$ cat config.mk
export PLATFORM = sky130hd
export DESIGN_NAME = global_history
export DESIGN_NICKNAME = d
export VERILOG_FILES = /design/src/rtl/global_history.sv
export SDC_FILE = /design/constraint.sdc
export NUM_CORES = 1
export LEC_CHECK = 0
export ABC_AREA = 1
export BUFFER_PORTS_ARGS = -buffer_cell sky130_fd_sc_hd__buf_2
export CORE_UTILIZATION = 58
export CTS_CLUSTER_DIAMETER = 30
export DETAILED_ROUTE_END_ITERATION = 8
export GPL_ROUTABILITY_DRIVEN = 1
export PLACE_DENSITY = 0.89
export SKIP_LAST_GASP = 1
export SLEW_MARGIN = 10
export SYNTH_ARGS = -nofsm -noshare
export SYNTH_HDL_FRONTEND = slang
export SYNTH_SLANG_ARGS = --single-unit
$ cat constraint.sdc
create_clock -name clk -period 2.3 [get_ports clk]
set_clock_uncertainty 0.1 [all_clocks]
set_input_delay 0.345 -clock clk [delete_from_list [all_inputs] [get_ports clk]]
set_output_delay 0.345 -clock clk [all_outputs]
set_load 0.02 [all_outputs]
$ cat src/rtl/global_history.sv
// -----------------------------------------------------------------------------
// global_history
//
// Global branch-history manager for the IF stage. Keeps a speculative history
// that shifts in each predicted direction at fetch, and an architectural
// history that shifts in each resolved outcome. A FIFO of per-branch history
// snapshots hands the resolving stage the exact index its branch was predicted
// with. On a mispredict, the speculative history is repaired in one cycle and
// all in-flight snapshots are flushed.
//
// Parameters
//   H_width : history length in bits (2..8)
//   DEPTH   : in-flight snapshot capacity (power of two, 2..16)
//
// Ports
//   clk            in   rising-edge clock
//   rst            in   asynchronous, active-low reset
//   load_stall     in   IF frozen; blocks push
//   pred_valid     in   conditional branch predicted in IF this cycle
//   pred_taken     in   predicted direction
//   history        out  speculative history to the predictor
//   commit_valid   in   oldest in-flight branch resolved this cycle
//   commit_taken   in   actual outcome of that branch
//   mispredict     in   resolved direction differed (qualified by commit_valid)
//   commit_history out  snapshot at FIFO head (0 when empty), combinational
//   arch_history   out  committed history
//   stall_req      out  FIFO full; IF must hold
//   empty          out  no branches in flight
//   count          out  number of in-flight snapshots
//   underflow      out  sticky: commit seen while empty
// -----------------------------------------------------------------------------
module global_history #(
  parameter int H_width = 2,
  parameter int DEPTH   = 4
) (
  input  logic                     clk,
  input  logic                     rst,
  input  logic                     load_stall,
  input  logic                     pred_valid,
  input  logic                     pred_taken,
  output logic [H_width-1:0]       history,
  input  logic                     commit_valid,
  input  logic                     commit_taken,
  input  logic                     mispredict,
  output logic [H_width-1:0]       commit_history,
  output logic [H_width-1:0]       arch_history,
  output logic                     stall_req,
  output logic                     empty,
  output logic [$clog2(DEPTH):0]   count,
  output logic                     underflow
);

  localparam int PW = $clog2(DEPTH);
  localparam int CW = PW + 1;

  logic [H_width-1:0] fifo_mem [DEPTH];
  logic [PW-1:0]      head_reg, tail_reg;
  logic [CW-1:0]      count_reg, count_next;
  logic [H_width-1:0] history_reg, arch_reg;
  logic               stall_reg, empty_reg, underflow_reg;

  logic push, pop, flush;

  // A resolving mispredict always wins over a same-cycle fetch: the fetched
  // branch is on the wrong path and must not leave a snapshot behind.
  assign push  = pred_valid & ~load_stall & ~stall_reg & ~(commit_valid & mispredict);
  assign pop   = commit_valid & ~empty_reg;
  assign flush = pop & mispredict;

  always_comb begin
    count_next = count_reg;
    if (push && !pop) begin
      count_next = count_reg + CW'(1);
    end else if (pop && !push) begin
      count_next = count_reg - CW'(1);
    end
  end

  // Snapshot storage has no reset; entries are only read while counted valid.
  always_ff @(posedge clk) begin
    if (push) begin
      fifo_mem[tail_reg] <= history_reg;
    end
  end

  always_ff @(posedge clk or negedge rst) begin
    if (!rst) begin
      head_reg      <= '0;
      tail_reg      <= '0;
      count_reg     <= '0;
      history_reg   <= '0;
      arch_reg      <= '0;
      stall_reg     <= 1'b0;
      empty_reg     <= 1'b1;
      underflow_reg <= 1'b0;
    end else begin
      if (commit_valid && empty_reg) begin
        underflow_reg <= 1'b1;
      end
      if (pop) begin
        arch_reg <= {arch_reg[H_width-2:0], commit_taken};
      end
      if (flush) begin
        // Repair from the snapshot the mispredicted branch was fetched with,
        // followed by its true outcome.
        history_reg <= {commit_history[H_width-2:0], commit_taken};
        head_reg    <= '0;
        tail_reg    <= '0;
        count_reg   <= '0;
        empty_reg   <= 1'b1;
        stall_reg   <= 1'b0;
      end else begin
        if (push) begin
          tail_reg    <= tail_reg + PW'(1);
          history_reg <= {history_reg[H_width-2:0], pred_taken};
        end
        if (pop) begin
          head_reg <= head_reg + PW'(1);
        end
        count_reg <= count_next;
        empty_reg <= (count_next == '0);
        stall_reg <= (count_next == CW'(DEPTH));
      end
    end
  end

  assign history        = history_reg;
  assign arch_history   = arch_reg;
  assign count          = count_reg;
  assign stall_req      = stall_reg;
  assign empty          = empty_reg;
  assign underflow      = underflow_reg;
  assign commit_history = empty_reg ? '0 : fifo_mem[head_reg];

endmodule
==> results.md, run 1 <==
* Most common cell in the netlist: inv_1
* Status: completed
* Average wire per standard cell at 13.0 microns
* Number of fill cells at 146
* Hold path cells at 3
* Drt first pass iters at 5
* DRT antenna net count at 0
* Synth top area cells: dfrtp_1 (29%), edfxtp_1 (21%), inv_1 (7.7%)
* Crit Path Max Fanout at 6
* Clk Latency, worst-skew pair at 0.30 ns
* Total Wirelength at 2240 microns
* PortBufs at 19
* Die Y at 46.1 microns
* Max_slew headroom at 73.0%
* Number of clock sinks at 22
* Initial DRC Count at 23
* Layout cells sized above 1 at 23.8%
* CP arrival at 1.47 ns
* Design Power at 1620 uW
* Tightest Pin Transition at 0.403 ns
* # setup viols final at 0
* Final nets at 162
* Synth cell types at 21
* # DRC at 0
* WP data required at 1.86 ns
* Avg Inst Size Synth at 9.16 sq um
* Startpoint types: register
* Pleak at 0.000662 uW
* CTS resizes at 0
* Clk root buf: clkbuf_4
* Die width at 46.1 microns
* CTS buffer count at 3
* Total grt overflow at 0
* Post-synth ARST share at 63.6%
* RSZ-0062 raised after global routing: no
* Max reg flops at 8
* H-tree depth at 1
* P&R area growth vs syn at 15.3%
* Gpl congestion at 0.889
* Synth top area share at 28.9%
* Most frequent cells after synthesis: inv_1 (23), nand2_1 (21), nor2_1 (17), dfrtp_1 (13), o21ai_0 (9)
* Reg2reg end: empty$_DFF_PN1_
* FMAX at 0.521 GHz
* Core area at 1760 sq um
* HPWL Detailed at 1740 microns
* Post-synth top area cell: dfrtp_1
* CP endpoint kind: output port
* Number of vias per cell at 5.07
* Post-Place Cells at 167
* Vias in the first global route at 843
* Die area at 2120 sq um
* Post-synth EDFFs at 8
* Seq/Total Area, Yosys at 52.6%
* Endpoints failing hold at 0
* Yosys warning total at 0
* Setup Fix Bufs, Post-CTS at 0
* Yosys reg bits at 22
* GRT Util Overall at 24.1%
* Hold EP: arch_history[0]$_DFFE_PN0N_
* Crit path time final at 1.92 ns
* Post-layout util at 73.6%
* Final Max Tran Viols at 0
* Reg-to-Reg Start: empty$_DFF_PN1_
* Max VDD drop at 0.000754 V
* First-pass GRT wire length at 3550 microns
* R2R cell count at 8
* Maxcap violations at 0
* Syn_nets at 137
* Hold Startpoint: commit_taken
* Clock transition time at the flip-flop clock pins of the worst setup and hold paths at 0.12 ns
* Setup TNS at 0 ns
* Diode count at 0
* Via count at 872
* R2R setup slack at 0.72 ns
* CTS tree: yes
* Power Density at 1250 nW/um^2
* Final period util at 83.5%
* CTS Hold Bufs at 1
* Netlist Area Pre-Place at 1130 sq um
* Finished Layout Cells at 172
* Worst hold path type: in -> reg
* Io pins at 20
* Cell count after synthesis at 123
* Buffer depth of the longest clock path at 2
* Initial antenna violation count at 0
* Most used flip-flop cell after synthesis: dfrtp_1
* Rows at 15
* Largest net degree at the start of global routing at 15
* Crit path kind: reg -> out
* Initial core utilization at 63.8%
-- stage by stage --
| stage | setup slack [ns] | hold WS (ns) | area (sq um) |
|---|---|---|---|
| 2_1_floorplan | 0.857 | -0.0506 | 1130 |
| 3_3_place_gp | 0.762 | 0.155 | 1250 |
| 3_5_place_dp | 0.723 | 0.158 | 1250 |
| 4_1_cts | 0.364 | 0.169 | 1300 |
| 5_1_grt | 0.250 | 0.207 | 1300 |
| 6_report | 0.380 | 0.176 | 1300 |
-- critical path, stage by stage, from the launching register on --
cell and delay [ns]:
dfrtp_1 0.46, inv_1 0.15, o21ai_0 0.14, a21oi_1 0.21, buf_2 0.20
-- how the worst max path moves through the flow --
stage,depth (start not counted),slack (ns),end,start
6_report,4,0.38,commit_history[0],head_reg[0]$_DFFE_PN0P_
5_1_grt,5,0.25,commit_history[0],head_reg[0]$_DFFE_PN0P_
4_1_cts,4,0.36,commit_history[0],head_reg[0]$_DFFE_PN0P_
3_5_place_dp,4,0.72,commit_history[0],head_reg[0]$_DFFE_PN0P_
3_3_place_gp,4,0.76,commit_history[0],head_reg[0]$_DFFE_PN0P_
2_1_floorplan,3,0.86,commit_history[0],head_reg[0]$_DFFE_PN0P_
-- power by group --
part / leakage, uW / switching, uW / total [uW] / internal (uW)
registers: 0.000242 / 118 / 659 / 541
clock network: 0.0000210 / 111 / 207 / 96.5
logic: 0.000399 / 491 / 757 / 266
-- cell families (layout without fill, tap and decap cells) --
| group | Yosys count | count (layout) | share of synthesized area (%) |
|---|---|---|---|
| flip-flops | 22 | 22 | 52.6 |
| AO/OA/AOI/OAI | 17 | 17 | 8.33 |
| buffers and inverters | 25 | 49 | 8.33 |
| AND/OR/NAND/NOR | 51 | 51 | 22.6 |
| adder cells (fa/ha/maj) | 6 | 6 | 6.67 |
| XOR/XNOR | 2 | 2 | 1.56 |
-- final cells by class --
type / instances / area (sq um) / area share, %
clock buffers: 4 / 36.3 / 2.79
well taps: 25 / 31.3 / 2.41
repair buffers: 20 / 105 / 8.09
multi-input cells: 76 / 440 / 33.9
inverters: 25 / 93.8 / 7.23
flip-flops and latches: 22 / 592 / 45.6
-- layer usage --
metal / track usage, % / share of wire [%] / vias up
met5: 0 / 0 / -
met4: 10.0 / 0.54 / 0
met3: 3.53 / 4.2 / 2
met2: 42.8 / 53 / 35
met1: 28.9 / 42 / 403
li1: - / - / 432
-- placed cells by master (no fill, tap or decap), drive strengths merged --
| master | netlist | layout |
|---|---|---|
| inv | 25 | 25 |
| dfrtp | 13 | 13 |
| o21ai | 9 | 9 |
| nand4 | 1 | 1 |
| xnor2 | 2 | 2 |
| nand2 | 24 | 24 |
| dfstp | 1 | 1 |
| dlygate4sd3 | 0 | 1 |
| edfxtp | 8 | 8 |
| nand3 | 7 | 7 |
| ha | 6 | 6 |
| clkbuf | 0 | 4 |
| nor2 | 19 | 19 |
| buf | 0 | 19 |
| a21oi | 5 | 5 |
| o211ai | 2 | 2 |
| a21o | 1 | 1 |
Note: power is estimated with default switching activity, not from simulation.
==> run 2, diff against run 1 <==
- ABC_AREA: 1 -> 0
- CORE_UTILIZATION: 58 -> 49
- PLACE_DENSITY: 0.89 -> 0.81
- clock period: 2.3 -> 1.7 ns (I/O delays scaled with it)
==> run 2 against run 1 <==
Against the previous run: the flow now finishes with violations (negative setup slack); first-iteration DRC count grew 120%; worst hold slack lost 0.14 ns; die area grew 25%; core utilization shrank 2.8 points; critical path depth shrank 1; setup slack lost 0.60 ns; sequential power grew 39%; critical endpoint unchanged; largest cell class is now multi-input combinational cells.
==> results.md, run 2 <==
* Status: finished, violations left (was completed)
* Failing checks: negative setup slack
* Tightest Pin Transition at 0.349 ns (was 0.403 ns)
* Design Power at 2700 uW (was 1620 uW)
* Crit path kind: reg -> out (unchanged)
* Worst hold margin at 0.0373 ns (was 0.176 ns)
* Initial DRC Count at 50 (was 23)
* P&R area growth vs syn at 32.7% (was 15.3%)
* Comb power frac at 51.1% (was 46.6%)
* Drt first pass iters at 4 (was 5)
* Synth cell types at 36 (was 21)
* Crit path max-delay cell type: mux4_2 (was dfrtp_1)
* Post-synth EDFFs at 8 (unchanged)
* Io pins at 20 (unchanged)
* Cell count after synthesis at 108 (was 123)
* Final Max Tran Viols at 0 (unchanged)
* HPWL Detailed at 1780 microns (was 1740 microns)
* Most frequent cells after synthesis: dfrtp_1 (13), nand2_1 (9), edfxtp_1 (8), inv_1 (7) (was inv_1 (23), nand2_1 (21), nor2_1 (17), dfrtp_1 (13), o21ai_0 (9))
* H-tree depth at 1 (unchanged)
* Gpl congestion at 0.825 (was 0.889)
* CTS tree: yes (unchanged)
* Endpoints failing hold at 0 (unchanged)
* Average wire per standard cell at 17.2 microns (was 13.0 microns)
* Most common cell in the netlist: dfrtp_1 (was inv_1)
* DRT antenna net count at 0 (unchanged)
* Die Y at 51.6 microns (was 46.1 microns)
* # DRC at 0 (unchanged)
* GR Layer Usage met3 at 2.63% (was 3.53%)
* Met1 GRT Util at 32.0% (was 28.9%)
* Initial antenna violation count at 0 (unchanged)
* First-pass GRT wire length at 4480 microns (was 3550 microns)
* Crit Path Max Fanout at 3 (was 6)
* Post-DP Area at 1390 sq um (was 1250 sq um)
* PortBufs at 19 (unchanged)
* Post-synth ARST share at 63.6% (unchanged)
* Avg Inst Size Synth at 11.1 sq um (was 9.16 sq um)
* Power Density at 1690 nW/um^2 (was 1250 nW/um^2)
* Synth top area cells: dfrtp_1 (27%), edfxtp_1 (20%), ha_1 (6.2%) (was dfrtp_1 (29%), edfxtp_1 (21%), inv_1 (7.7%))
* Clock power share at 15.0% (was 12.8%)
* Yosys reg bits at 22 (unchanged)
* CP arrival at 1.57 ns (was 1.47 ns)
* Max VDD drop at 0.000982 V (was 0.000754 V)
* Buffer depth of the longest clock path at 2 (unchanged)
* Total Wirelength at 3020 microns (was 2240 microns)
* Number of fill cells at 166 (was 146)
* RSZ-0062 raised after global routing: yes (was no)
* Startpoint types: register (unchanged)
* Rows at 17 (was 15)
* CTS buffer count at 3 (unchanged)
* Crit-path cells: mux4_2 -> nor2b_1 -> buf_2 (was inv_1 -> o21ai_0 -> a21oi_1 -> buf_2)
* Syn_nets at 122 (was 137)
* Net Sw Frac at 39.9% (was 44.4%)
* Largest net degree at the start of global routing at 15 (unchanged)
* R2R setup slack at -0.06 ns (was 0.72 ns)
* Top delay family on crit path: multiplexers (was flip-flops)
* Die width at 51.6 microns (was 46.1 microns)
* Clock transition time at the flip-flop clock pins of the worst setup and hold paths at 0.12 ns (about the same)
* FF+latch area at 596 sq um (was 592 sq um)
* WP data required at 1.34 ns (was 1.86 ns)
* Stages on the worst setup path at 3 (was 4)
* GRT Util Overall at 23.1% (was 24.1%)
* Vias in the first global route at 934 (was 843)
* Worst slack, placed at -0.0270 ns (was 0.723 ns)
* Via count at 1013 (was 872)
* Hold path cells at 3 (unchanged)
* FMAX at 0.520 GHz
* Final WS setup at -0.222 ns (was 0.380 ns)
* Clk Latency, worst-skew pair at 0.32 ns (was 0.30 ns)
* CP endpoint kind: output port (unchanged)
* Commonest cells after routing, fill and taps aside: buf_2 (19), buf_4 (18), dfrtp_1 (10) (was inv_1 (23), nand2_1 (21), buf_2 (19))
* Met2 track utilization from global routing at 37.0% (was 42.8%)
* Most used flip-flop cell after synthesis: dfrtp_1 (unchanged)
* Final nets at 162 (unchanged)
* Maxcap violations at 0 (unchanged)
* Post-route cell area at 1600 sq um (was 1300 sq um)
* Die area at 2660 sq um (was 2120 sq um)
* Bufs and invs on worst path at 1 (was 2)
* Area of the multi-input gates at 606 sq um (was 440 sq um)
* Initial core utilization at 53.4% (was 63.8%)
* Crit-path max cell delay at 0.52 ns (was 0.46 ns)
* Seq/Total Area, Yosys at 49.2% (was 52.6%)
* Yosys warning total at 0 (unchanged)
* Synth top area share at 27.0% (was 28.9%)
* # setup viols final at 3 (was 0)
* Layout cells sized above 1 at 44.2% (was 23.8%)
* Max_slew headroom at 76.7% (was 73.0%)
* R2R cell count at 5 (was 8)
* Internal at 1620 uW (was 903 uW)
* Pleak at 0.000724 uW (was 0.000662 uW)
* Clk root buf: clkbuf_4 (unchanged)
* Max reg flops at 8 (unchanged)
* Diode count at 0 (unchanged)
* Post-synth top area cell: dfrtp_1 (unchanged)
* Flop pwr share at 33.8% (was 40.6%)
* Core area at 2250 sq um (was 1760 sq um)
* Number of clock sinks at 22 (unchanged)
* Sw power at 1080 uW (was 720 uW)
* GRT busiest layer: met2 (unchanged)
* Final period util at 113%
* Netlist Area Pre-Place at 1200 sq um (was 1130 sq um)
* Crit path time final at 1.92 ns
* Worst hold path type: in -> reg (unchanged)
* Number of vias per cell at 5.79 (was 5.07)
* Total grt overflow at 0 (unchanged)
* Most common cell after layout, fill and taps aside: buf_2 (was inv_1)
## run 2: metal layers
layer	vias up	wire (microns)
met3	8	178
met2	51	1510
met5	-	0
met1	487	1260
li1	467	-
met4	0	74
## run 2: worst paths after layout
check	from	end
max in group asynchronous	rst	empty$_DFF_PN1_
min in group asynchronous	rst	head_reg[1]$_DFFE_PN0P_
max	head_reg[0]$_DFFE_PN0P_	commit_history[0]
min	commit_taken	arch_history[0]$_DFFE_PN0N_
max reg2reg	stall_req$_DFF_PN0_	count[0]$_DFF_PN0_
min reg2reg	underflow$_DFFE_PN0P_	underflow$_DFFE_PN0P_
## run 2: area by class of cell
class	instances	share of cell area (%)
flip-flops and latches	22	37.3
clock buffers	3	1.41
repair buffers	41	17.7
multi-input cells	73	37.9
inverters	7	1.64
clock inverters	1	1.88
well taps	28	2.19
## run 2: power by group through the flow
stage | Sequential, uW | Clock [uW] | Combinational [uW]
3_3_place_gp | 905 | 0 | 1070
6_report | 913 | 406 | 1380
3_5_place_dp | 922 | 0 | 1120
5_1_grt | 935 | 432 | 1490
4_1_cts | 910 | 401 | 1180
2_1_floorplan | 1010 | 0 | 678
## run 2: worst min-delay path, cell delays in order
cell     delay, ns
buf_2         0.08
nand2_1       0.04
nand2_1       0.05
## run 2: logic make-up after synthesis
family | Yosys count | synth area share [%]
simple gates | 32 | 14.4
compound gates | 28 | 16.8
flops | 22 | 49.2
buf+inv | 13 | 5.20
fa+ha+maj | 6 | 6.24
mux | 5 | 6.65
xor+xnor | 2 | 1.46
## run 2: metrics by stage
stage	setup TNS (ns)	std cells	util (%)
final	-0.487	175	70.9
after global routing	-0.724	175	70.9
after CTS	-0.449	167	65.7
after detailed placement	-0.0287	160	61.8
after global placement	0	160	61.8
after floorplan	-0.0181	108	-
## run 2: what timing repair did
action	CTS	global route
hold endpoints to repair	13	0
pin swaps	0	10
gates resized for setup	3	14
hold buffers	1	0
cloned	1	0
setup endpoints to repair	4	9
setup buffers	1	8
==> run 3, diff against run 2 <==
- MAX_ROUTING_LAYER: unset -> met4
==> run 3 against run 2 <==
Against the previous run: the run still ends with negative setup slack left; final cell count fell by 0.57%; power rose by 0.95%; sequential power rose by 1%; critical path depth did not move; clock-buffer cell count did not move; maximum frequency fell by 0.40%; register-to-register slack got worse by 0.05 ns; core utilization fell by 0.55 points; first-iteration DRC count fell by 2.0%; cell area fell by 0.78%; largest cell class unchanged.
==> results.md, run 3 (synthesized netlist as in run 2, its figures left out) <==
* Rows at 17 (unchanged)
* H-tree depth at 1 (unchanged)
* Pleak at 0.000717 uW (was 0.000724 uW)
* Worst slack, placed at -0.0270 ns (unchanged)
* Top delay family on crit path: multiplexers (unchanged)
* CP arrival at 1.57 ns (about the same)
* Crit path kind: reg -> out (unchanged)
* FMAX at 0.518 GHz (was 0.520 GHz)
* GRT Util Overall at 23.8% (was 23.1%)
* Post-layout util at 70.3% (was 70.9%)
* Clock transition time at the flip-flop clock pins of the worst setup and hold paths at 0.13 ns (was 0.12 ns)
* Clk Latency, worst-skew pair at 0.32 ns (about the same)
* Met2 track utilization from global routing at 37.0% (unchanged)
* Startpoint types: register (unchanged)
* Gpl congestion at 0.838 (was 0.825)
* GRT busiest layer: met2 (unchanged)
* Final period util at 114% (was 113%)
* Number of vias per cell at 5.97 (was 5.79)
* Number of fill cells at 170 (was 166)
* WP data required at 1.34 ns (about the same)
* Crit-path cells: mux4_2 -> nor2b_1 -> buf_2 (unchanged)
* Buffer depth of the longest clock path at 2 (unchanged)
* Worst hold path type: in -> reg (unchanged)
* Tightest Pin Transition at 0.341 ns (was 0.349 ns)
* CP endpoint kind: output port (unchanged)
* Crit path time final at 1.93 ns (was 1.92 ns)
* # DRC at 0 (unchanged)
* Failing checks: negative setup slack (unchanged)
* Initial core utilization at 53.4% (unchanged)
* DRT antenna net count at 0 (unchanged)
* Final Max Tran Viols at 0 (unchanged)
* Crit Path Max Fanout at 3 (unchanged)
* Average wire per standard cell at 18.7 microns (was 17.2 microns)
* Clk root buf: clkbuf_4 (unchanged)
* Met1 GRT Util at 32.2% (was 32.0%)
* Die width at 51.6 microns (unchanged)
* Max_slew headroom at 77.2% (was 76.7%)
* P&R area growth vs syn at 31.7% (was 32.7%)
* Most common cell after layout, fill and taps aside: buf_2 (unchanged)
* Core area at 2250 sq um (unchanged)
* Setup TNS at -0.669 ns (was -0.487 ns)
* Bufs and invs on worst path at 1 (unchanged)
* Total grt overflow at 0 (unchanged)
* GR Layer Usage met3 at 2.63% (unchanged)
* Initial antenna violation count at 0 (unchanged)
* Final nets at 161 (was 162)
* Layout cells sized above 1 at 43.2% (was 44.2%)
* Worst hold margin at 0.0323 ns (was 0.0373 ns)
* PortBufs at 19 (unchanged)
* Max reg flops at 8 (unchanged)
* Post-Place Cells at 160 (unchanged)
* Finished Layout Cells at 174 (was 175)
* Vias in the first global route at 933 (was 934)
* First-pass GRT wire length at 4490 microns (was 4480 microns)
* Number of clock sinks at 22 (unchanged)
* Die area at 2660 sq um (unchanged)
* R2R setup slack at -0.11 ns (was -0.06 ns)
* CTS tree: yes (unchanged)
* # setup viols final at 5 (was 3)
* Endpoints failing hold at 0 (unchanged)
* Largest net degree at the start of global routing at 15 (unchanged)
* Diode count at 0 (unchanged)
* HPWL Detailed at 1780 microns (unchanged)
* Total Wirelength at 3260 microns (was 3020 microns)
* Drt first pass iters at 4 (unchanged)
* RSZ-0062 raised after global routing: yes (unchanged)
* Max VDD drop at 0.00101 V (was 0.000982 V)
* Maxcap violations at 0 (unchanged)
* Via count at 1039 (was 1013)
* Status: finished, violations left (unchanged)
* Initial DRC Count at 49 (was 50)
* Crit path max-delay cell type: mux4_2 (unchanged)
* CTS buffer count at 3 (unchanged)
* Io pins at 20 (unchanged)
* Commonest cells after routing, fill and taps aside: buf_2 (19), buf_4 (17), dfrtp_1 (10) (was buf_2 (19), buf_4 (18), dfrtp_1 (10))
* Crit-path max cell delay at 0.53 ns (was 0.52 ns)
* Power Density at 1720 nW/um^2 (was 1690 nW/um^2)
* Final WS setup at -0.230 ns (was -0.222 ns)
* Die Y at 51.6 microns (unchanged)
-- run 3: cell count changes in the layout (fill, tap and decap cells not counted) --
cell / delta
nor3b_2: -1
nor3b_1: +1
buf_4: -1
-- run 3: tightest hold or removal path, delay by kind of cell --
| kind | cells | cell delay (ns) |
|---|---|---|
| simple gates | 2 | 0.09 |
| buf+inv | 1 | 0.09 |
-- run 3: repair_timing --
action / CTS / global route
hold buffers: 1 / 0
resized for setup: 3 / 13
setup endpoints to repair: 4 / 9
setup buffers: 1 / 7
pin swaps: 0 / 8
endpoints found under the hold margin: 13 / 0
gates cloned: 1 / 0
-- run 3: per-layer routing --
metal | wire (microns) | vias to the layer above
met5 | 0 | -
met4 | 113 | 0
met3 | 146 | 10
met2 | 1650 | 54
met1 | 1350 | 511
li1 | - | 464
-- run 3: report_power, final --
group / switching (uW) / leakage (uW) / internal [uW]
Sequential: 176 / 0.000240 / 746
Clock: 173 / 0.0000279 / 239
Combinational: 766 / 0.000449 / 625
-- run 3: worst paths after layout --
kind / startpoint / depth (start not counted) / endpoint
min in group asynchronous: rst / 2 / head_reg[1]$_DFFE_PN0P_
min: commit_taken / 3 / arch_history[0]$_DFFE_PN0N_
min reg2reg: underflow$_DFFE_PN0P_ / 1 / underflow$_DFFE_PN0P_
max in group asynchronous: rst / 2 / empty$_DFF_PN1_
max: head_reg[0]$_DFFE_PN0P_ / 3 / commit_history[0]
max reg2reg: stall_req$_DFF_PN0_ / 5 / count[0]$_DFF_PN0_
-- run 3: metrics by stage --
| step | power [uW] | instance area [sq um] |
|---|---|---|
| 2_1_floorplan | 1690 | 1230 |
| 3_3_place_gp | 1980 | 1390 |
| 3_5_place_dp | 2040 | 1390 |
| 4_1_cts | 2490 | 1480 |
| 5_1_grt | 2850 | 1590 |
| 6_report | 2730 | 1590 |
-- run 3: cell type report --
type / instances / area (sq um) / share of cell area [%]
flip-flops and latches: 22 / 596 / 37.6
clock inverters: 1 / 30.0 / 1.89
inverters: 7 / 26.3 / 1.66
clock buffers: 3 / 22.5 / 1.42
repair buffers: 40 / 275 / 17.4
well taps: 28 / 35.0 / 2.21
multi-input cells: 73 / 601 / 37.9
